[config.mk]
export PLATFORM = sky130hd
export DESIGN_NAME = pc_step_ctrl_flat
export DESIGN_NICKNAME = d
export VERILOG_FILES = /design/src/rtl/pc_step_ctrl_pkg.sv /design/src/rtl/pc_step_ctrl_if.sv /design/src/rtl/pc_step_ctrl_req_watchdog.sv /design/src/rtl/pc_step_ctrl.sv /design/src/flat_wrapper.sv
export SDC_FILE = /design/constraint.sdc
export NUM_CORES = 1
export LEC_CHECK = 0
export CORE_UTILIZATION = 49
export CTS_CLUSTER_SIZE = 24
export DETAILED_ROUTE_END_ITERATION = 8
export PLACE_DENSITY = 0.79
export SLEW_MARGIN = 20
export SYNTH_ARGS = -nofsm -noshare
export SYNTH_HDL_FRONTEND = slang
export SYNTH_SLANG_ARGS = --single-unit
[constraint.sdc]
create_clock -name clk -period 2.7 [get_ports clk]
set_input_delay 0.675 -clock clk [delete_from_list [all_inputs] [get_ports clk]]
set_output_delay 0.675 -clock clk [all_outputs]
set_load 0.02 [all_outputs]
[src/rtl/pc_step_ctrl_pkg.sv]
// Shared encodings for the multi-cycle PC/fetch sequencer.
// State codes are plain 3-bit constants so that legacy code can compare them directly.
package pc_step_ctrl_pkg;

  localparam logic [2:0] S_IF  = 3'd0;
  localparam logic [2:0] S_ID  = 3'd1;
  localparam logic [2:0] S_EXE = 3'd2;
  localparam logic [2:0] S_MEM = 3'd3;
  localparam logic [2:0] S_WB  = 3'd4;
  localparam logic [2:0] S_HLT = 3'd5;
  localparam logic [2:0] S_FLT = 3'd6;

  // Select code for the next-PC helper.
  typedef enum logic [1:0] {
    PC_NEXT = 2'd0,   // PC + instruction size
    PC_REL  = 2'd1,   // PC-relative branch target
    PC_ABS  = 2'd2,   // absolute jump target
    PC_HALT = 2'd3    // hold PC
  } pc_sel_e;

endpackage

[src/rtl/pc_step_ctrl_if.sv]
// Control bundle between the step sequencer and the fetch/decode/memory datapath.
// master = sequencer side, slave = datapath/memory side.
interface pc_step_ctrl_if #(
  parameter int CNT_W = 32
);

  // memory acknowledges
  logic             imem_ack;
  logic             dmem_ack;
  // decoded instruction fields
  logic             is_jump;
  logic             is_branch;
  logic             branch_taken;
  logic             is_mem;
  logic             is_load;
  logic             is_halt;
  // sequencer controls
  logic             imem_req;
  logic             ir_we;
  logic             dmem_req;
  logic             reg_we;
  logic             pc_we;
  logic [1:0]       pc_sel;
  logic             halted;
  logic             fault;
  logic [CNT_W-1:0] instret;

  modport master (
    input  imem_ack, dmem_ack, is_jump, is_branch, branch_taken, is_mem, is_load, is_halt,
    output imem_req, ir_we, dmem_req, reg_we, pc_we, pc_sel, halted, fault, instret
  );

  modport slave (
    output imem_ack, dmem_ack, is_jump, is_branch, branch_taken, is_mem, is_load, is_halt,
    input  imem_req, ir_we, dmem_req, reg_we, pc_we, pc_sel, halted, fault, instret
  );

endinterface

[src/rtl/pc_step_ctrl_req_watchdog.sv]
// Request watchdog: counts consecutive request-without-ack cycles and flags
// expiry in the cycle that would be the ACK_TIMEOUT-th unanswered one.
// ACK_TIMEOUT = 0 disables expiry entirely.
module pc_step_ctrl_req_watchdog #(
  parameter int ACK_TIMEOUT = 15
) (
  input  logic clk,
  input  logic RST,
  input  logic i_clear,   // state is changing: restart the count
  input  logic i_tick,    // request outstanding and no ack this cycle
  output logic o_expire   // this unanswered cycle is the last one allowed
);

  localparam int              TW      = (ACK_TIMEOUT > 1) ? $clog2(ACK_TIMEOUT) : 1;
  localparam logic [TW-1:0]   LAST    = TW'((ACK_TIMEOUT > 0) ? (ACK_TIMEOUT - 1) : 0);
  localparam bit              ENABLED = (ACK_TIMEOUT > 0);

  logic [TW-1:0] r_count;

  // Count unanswered request cycles; any state change restarts from zero.
  always_ff @(posedge clk) begin
    if (RST) begin
      r_count <= '0;
    end else if (i_clear) begin
      r_count <= '0;
    end else if (i_tick) begin
      r_count <= r_count + TW'(1);
    end
  end

  // An ack in the final cycle drops i_tick, so it takes precedence over expiry.
  assign o_expire = ENABLED && i_tick && (r_count == LAST);

endmodule

[src/rtl/pc_step_ctrl.sv]
// Multi-cycle IF/ID/EXE/MEM/WB sequencer: drives PC load/select, memory requests,
// register writes and the retired-instruction counter. HLT and FLT are sticky until RST.
module pc_step_ctrl
  import pc_step_ctrl_pkg::*;
#(
  parameter int ACK_TIMEOUT = 15,
  parameter int CNT_W       = 32
) (
  input  logic                 clk,
  input  logic                 RST,
  pc_step_ctrl_if.master       bus
);

  logic [2:0]       r_state;
  logic [2:0]       w_state_next;
  logic [CNT_W-1:0] r_instret;
  logic             w_retire;
  logic             w_tick;
  logic             w_clear;
  logic             w_expire;

  logic             w_imem_req;
  logic             w_ir_we;
  logic             w_dmem_req;
  logic             w_reg_we;
  logic             w_pc_we;
  pc_sel_e          w_pc_sel;
  logic             w_halted;
  logic             w_fault;

  // Only the two request states can stall on memory; acks elsewhere are ignored.
  assign w_tick  = ((r_state == S_IF)  && !bus.imem_ack) ||
                   ((r_state == S_MEM) && !bus.dmem_ack);
  assign w_clear = (w_state_next != r_state);

  pc_step_ctrl_req_watchdog #(
    .ACK_TIMEOUT (ACK_TIMEOUT)
  ) u_req_watchdog (
    .clk      (clk),
    .RST      (RST),
    .i_clear  (w_clear),
    .i_tick   (w_tick),
    .o_expire (w_expire)
  );

  // Next-state and output decode from the current state and this cycle's inputs.
  always_comb begin
    w_state_next = r_state;
    w_imem_req   = 1'b0;
    w_ir_we      = 1'b0;
    w_dmem_req   = 1'b0;
    w_reg_we     = 1'b0;
    w_pc_we      = 1'b0;
    w_pc_sel     = PC_NEXT;
    w_halted     = 1'b0;
    w_fault      = 1'b0;
    w_retire     = 1'b0;
    case (r_state)
      S_IF: begin
        w_imem_req = 1'b1;
        if (bus.imem_ack) begin
          w_ir_we      = 1'b1;
          w_state_next = S_ID;
        end else if (w_expire) begin
          w_state_next = S_FLT;
        end
      end
      S_ID: begin
        if (bus.is_halt) begin
          w_retire     = 1'b1;
          w_state_next = S_HLT;
        end else if (bus.is_jump) begin
          w_pc_we      = 1'b1;
          w_pc_sel     = PC_ABS;
          w_retire     = 1'b1;
          w_state_next = S_IF;
        end else begin
          w_state_next = S_EXE;
        end
      end
      S_EXE: begin
        if (bus.is_branch) begin
          w_pc_we      = 1'b1;
          w_pc_sel     = bus.branch_taken ? PC_REL : PC_NEXT;
          w_retire     = 1'b1;
          w_state_next = S_IF;
        end else if (bus.is_mem) begin
          w_state_next = S_MEM;
        end else begin
          w_state_next = S_WB;
        end
      end
      S_MEM: begin
        w_dmem_req = 1'b1;
        if (bus.dmem_ack) begin
          if (bus.is_load) begin
            w_state_next = S_WB;
          end else begin
            // store completes here; nothing to write back
            w_pc_we      = 1'b1;
            w_retire     = 1'b1;
            w_state_next = S_IF;
          end
        end else if (w_expire) begin
          w_state_next = S_FLT;
        end
      end
      S_WB: begin
        w_reg_we     = 1'b1;
        w_pc_we      = 1'b1;
        w_retire     = 1'b1;
        w_state_next = S_IF;
      end
      S_HLT: begin
        w_pc_sel = PC_HALT;
        w_halted = 1'b1;
      end
      S_FLT: begin
        w_fault = 1'b1;
      end
      default: begin
        // unused encoding: restart fetch
        w_state_next = S_IF;
      end
    endcase
  end

  // State register; reset overrides every transition.
  always_ff @(posedge clk) begin
    if (RST) begin
      r_state <= S_IF;
    end else begin
      r_state <= w_state_next;
    end
  end

  // Retired-instruction counter, wraps naturally at 2^CNT_W.
  always_ff @(posedge clk) begin
    if (RST) begin
      r_instret <= '0;
    end else if (w_retire) begin
      r_instret <= r_instret + CNT_W'(1);
    end
  end

  assign bus.imem_req = w_imem_req;
  assign bus.ir_we    = w_ir_we;
  assign bus.dmem_req = w_dmem_req;
  assign bus.reg_we   = w_reg_we;
  assign bus.pc_we    = w_pc_we;
  assign bus.pc_sel   = w_pc_sel;
  assign bus.halted   = w_halted;
  assign bus.fault    = w_fault;
  assign bus.instret  = r_instret;

endmodule

[src/flat_wrapper.sv]
// flat-port wrapper written by rule: the top's interface ports become plain ports
module pc_step_ctrl_flat import pc_step_ctrl_pkg::*;
#(
  parameter int ACK_TIMEOUT = 15,
  parameter int CNT_W       = 32
)
  (clk, RST, bus_imem_ack, bus_dmem_ack, bus_is_jump, bus_is_branch, bus_branch_taken, bus_is_mem, bus_is_load, bus_is_halt, bus_imem_req, bus_ir_we, bus_dmem_req, bus_reg_we, bus_pc_we, bus_pc_sel, bus_halted, bus_fault, bus_instret);
  pc_step_ctrl_if #(.CNT_W(CNT_W)) bus_i ();
  input  logic clk;
  input  logic RST;
  input wire logic [$bits(bus_i.imem_ack)-1:0] bus_imem_ack;
  input wire logic [$bits(bus_i.dmem_ack)-1:0] bus_dmem_ack;
  input wire logic [$bits(bus_i.is_jump)-1:0] bus_is_jump;
  input wire logic [$bits(bus_i.is_branch)-1:0] bus_is_branch;
  input wire logic [$bits(bus_i.branch_taken)-1:0] bus_branch_taken;
  input wire logic [$bits(bus_i.is_mem)-1:0] bus_is_mem;
  input wire logic [$bits(bus_i.is_load)-1:0] bus_is_load;
  input wire logic [$bits(bus_i.is_halt)-1:0] bus_is_halt;
  output wire logic [$bits(bus_i.imem_req)-1:0] bus_imem_req;
  output wire logic [$bits(bus_i.ir_we)-1:0] bus_ir_we;
  output wire logic [$bits(bus_i.dmem_req)-1:0] bus_dmem_req;
  output wire logic [$bits(bus_i.reg_we)-1:0] bus_reg_we;
  output wire logic [$bits(bus_i.pc_we)-1:0] bus_pc_we;
  output wire logic [$bits(bus_i.pc_sel)-1:0] bus_pc_sel;
  output wire logic [$bits(bus_i.halted)-1:0] bus_halted;
  output wire logic [$bits(bus_i.fault)-1:0] bus_fault;
  output wire logic [$bits(bus_i.instret)-1:0] bus_instret;
  assign bus_i.imem_ack = bus_imem_ack;
  assign bus_i.dmem_ack = bus_dmem_ack;
  assign bus_i.is_jump = bus_is_jump;
  assign bus_i.is_branch = bus_is_branch;
  assign bus_i.branch_taken = bus_branch_taken;
  assign bus_i.is_mem = bus_is_mem;
  assign bus_i.is_load = bus_is_load;
  assign bus_i.is_halt = bus_is_halt;
  assign bus_imem_req = bus_i.imem_req;
  assign bus_ir_we = bus_i.ir_we;
  assign bus_dmem_req = bus_i.dmem_req;
  assign bus_reg_we = bus_i.reg_we;
  assign bus_pc_we = bus_i.pc_we;
  assign bus_pc_sel = bus_i.pc_sel;
  assign bus_halted = bus_i.halted;
  assign bus_fault = bus_i.fault;
  assign bus_instret = bus_i.instret;
  pc_step_ctrl #(.ACK_TIMEOUT(ACK_TIMEOUT), .CNT_W(CNT_W)) u_core (.clk(clk), .RST(RST), .bus(bus_i));
endmodule
==> impl_metrics.py <==
metrics = {
    "worst_setup_path": {
        "cp.required_ns": 2.03,
        "slowest_delay_ns": 0.41,
        "critical_path.max_fanout": 2,
        "worst_setup_path_end_kind": "output pin",
        "crit_start": "bus_is_load",
        "rr_startpoint": "u_core.bus.instret[7]$_SDFFE_PP0P_",
        "crit_type": "in2out",
        "path_depth": 6,
        "worstPathCellList": "clkdlybuf4s50_1 -> nand3b_1 -> a21oi_1 -> nor2_1 -> o21ai_0 -> dlygate4sd2_1",
        "reg2reg_depth": 5,
        "arrival_ns": 1.92,
        "cpMaxStageDelayCell": "clkdlybuf4s50_1",
        "critPathBufInv": 2,
        "start_kind": "primary input",
        "cp_top_family": "buffers and inverters",
    },
    "final_layout": {
        "final_area_um2": 2940,
        "diodes": 0,
        "fin_util_pct": 71.9,
        "drive_gt1_share_pct": 13.3,
        "area_growth_pct": 37.4,
        "fin_nets": 343,
    },
    "synth": {
        "synth_nets": 277,
        "synthFlopType": "dfxtp_1",
        "synth_edf_count": 0,
        "yosysWarnings": 0,
        "synth_top_family_by_area": "simple AND/OR/NAND/NOR gates",
        "synth_cell_types": 47,
        "syn_area_per_cell_um2": 8.09,
        "synth-seq-cells": 39,
        "async_reset_ff_share_pct": 0,
        "yosysSeqAreaShare_pct": 36.5,
        "synth_compound_area_share_pct": 21.3,
        "synth_mux_area_share_pct": 0.995,
        "synth.cell_area_um2": 2140,
        "postSynthCellCount": 264,
        "synth_xor_area_share_pct": 3.28,
        "synthAdderAreaFrac_pct": 1.76,
        "yosys.area_share.simple_pct": 32.2,
    },
    "floorplan": {
        "start_util_pct": 52.3,
        "dieWidth_um": 68.0,
        "std_cell_rows": 23,
        "core_um2": 4090,
        "die_h_um": 68.0,
        "io_pins": 51,
        "fp.dieArea_um2": 4630,
    },
    "placement": {
        "place_ws_ns": -0.175,
        "hpwl_um": 3730,
        "place.gp.congestion": 0.794,
        "numPortBuffers": 50,
        "dpl_cell_area_um2": 2830,
    },
    "routing": {
        "wl_met1_um": 2440,
        "dr.pass1.iters": 4,
        "drc_errors": 0,
        "num_vias": 2213,
        "routed_wl_um": 5150,
        "wire_per_inst_um": 13.5,
        "wl_met3_um": 181,
        "ant_nets": 0,
        "first_iter_violations": 127,
        "wl_met2_um": 2440,
        "post_drt_via_cell_ratio": 5.82,
        "highest_layer": "met4",
    },
    "timing": {
        "slew_headroom_pct": 60.5,
        "worst_slew_pin_slew_ns": 0.589,
        "layout_setup_ws_ns": 0.104,
        "fmax_ghz": 0.385,
        "min_period_ns": 2.60,
        "finalClockSkew_ns": 0.0102,
        "setup_violations": 0,
        "final_hold_viol_count": 0,
        "period_share_pct": 96.1,
        "rsz0062_at_grt": "false",
        "drv_slew": 0,
    },
    "min_path": {
        "holdPathStages": 2,
        "hold_path_class": "reg2reg",
        "min-delay-start": "u_core.bus.instret[31]$_SDFFE_PP0P_",
    },
    "pwr": {
        "power_density_nw_per_um2": 415,
        "vdd_ir_drop_max_uv": 225,
        "p_sw_share_pct": 23.3,
        "total_power_mw": 1.22,
        "pwr-share-comb_pct": 12.8,
        "p_leak_nw": 1.01,
        "p_clk_share_pct": 38.3,
        "netSwitchingPower_mw": 0.284,
        "pwr-share-seq_pct": 48.9,
        "p_int_mw": 0.934,
    },
    "cts": {
        "holdBufCountCts": 0,
        "clock_sinks": 39,
        "cts_tree": "yes",
        "clk_path_buf_depth": 2,
        "root_buffer": "clkbuf_8",
        "cts_inserted_buffers": 5,
        "htree_num_levels": 2,
        "cts.reportedPaths.clkPinSlew_ns": 0.08,
        "clkLatencyLatePin_ns": 0.29,
    },
    "global_routing": {
        "grt-ovfl-total": 0,
        "grt.total_usage_pct": 24.1,
        "grt_max_degree": 20,
        "grt_pass1_vias": 1935,
        "grt_pass1_wl_um": 8560,
        "antenna_found_initial": 0,
    },
    "flow_run": {
        "maxCapViolations": 0,
    },
    "status": {
        "status": "finished clean",
    },
}
[kinds of logic after synthesis]
logic type,count (synthesis)
simple gates,113
fa+ha+maj,3
xor+xnor,8
buf+inv,22
flops,39
mux,2
compound gates,77
[routing by layer]
layer  global-route usage, %  vias to the layer above
li1                        -                     1126
met4                    8.33                        0
met3                    5.00                       12
met5                       0                        -
met2                    40.2                       54
met1                    30.6                     1021
[flip-flops by register name, summed over array words and instances, names as in the netlist]
name / count
u_core.bus.instret: 32
u_core.r_state: 3
u_core.u_req_watchdog.r_count: 4
[Yosys cell counts (all sizes together), types with 7 or more instances]
cell type,instances,area [um2]
dfxtp,39,781
clkbuf,11,41.3
nand2,12,45.0
or3,18,113
o31ai,11,82.6
or4,10,82.6
nor4,8,50.1
a21oi,30,150
inv,8,30.0
nor2,15,56.3
o21ai,23,115
nand3,7,35.0
[area by class of cell]
| class | count | area [um2] |
|---|---|---|
| multi-input cells | 203 | 1290 |
| well taps | 50 | 62.6 |
| fillers | 335 | 1150 |
| repair buffers | 73 | 673 |
| inverters | 8 | 30.0 |
| flip-flops and latches | 39 | 782 |
| clock buffers | 6 | 72.6 |
| clock inverters | 1 | 30.0 |
[timing repair]
| item | 4_1_cts | 5_1_grt |
|---|---|---|
| resized for setup | 2 | 3 |
| setup buffers | 0 | 0 |
| gates cloned | 0 | 0 |
| setup endpoints to repair | 2 | 2 |
[layout by cell type (no fill, tap or decap), types with 4 or more instances in the layout]
master,instances
nor2b_1,5
and3_1,5
a21oi_1,30
inv_1,8
o21ai_0,23
nand3_1,7
clkdlybuf4s50_1,47
nor3_1,4
and2_1,6
nor2_1,15
nand2_1,12
o31ai_1,10
or4_1,8
dfxtp_1,38
buf_4,23
nand4_1,5
clkbuf_8,5
nor4_1,8
xor2_1,6
or3_1,18
[final timing paths]
check	to	slack [ns]
max reg2reg	u_core.bus.instret[29]$_SDFFE_PP0P_	0.19
min reg2reg	u_core.bus.instret[31]$_SDFFE_PP0P_	0.49
min	u_core.bus.instret[31]$_SDFFE_PP0P_	0.49
max	bus_pc_we	0.10
[metrics by stage]
stage	setup TNS, ns	std cells	hold WS [ns]
after floorplan	0	264	0.526
after global placement	-0.149	373	0.468
after detailed placement	-0.207	373	0.484
after CTS	0	380	0.495
after global routing	0	380	0.524
final	0	380	0.491
[worst reg2reg max path, stage by stage, from the launching register on]
cell and delay, ns:
dfxtp_1 0.45, nand4_2 0.20, or4_4 0.63, nor4_1 0.35
or4b_2 0.65, a21oi_1 0.16
[power by group through the flow]
stage	registers, mW	clock network [mW]	logic (mW)
2_1_floorplan	0.606	0	0.0869
3_3_place_gp	0.609	0	0.155
5_1_grt	0.598	0.500	0.171
6_report	0.596	0.466	0.156
3_5_place_dp	0.609	0	0.156
4_1_cts	0.596	0.477	0.156
(Power assumes the default switching activity.)
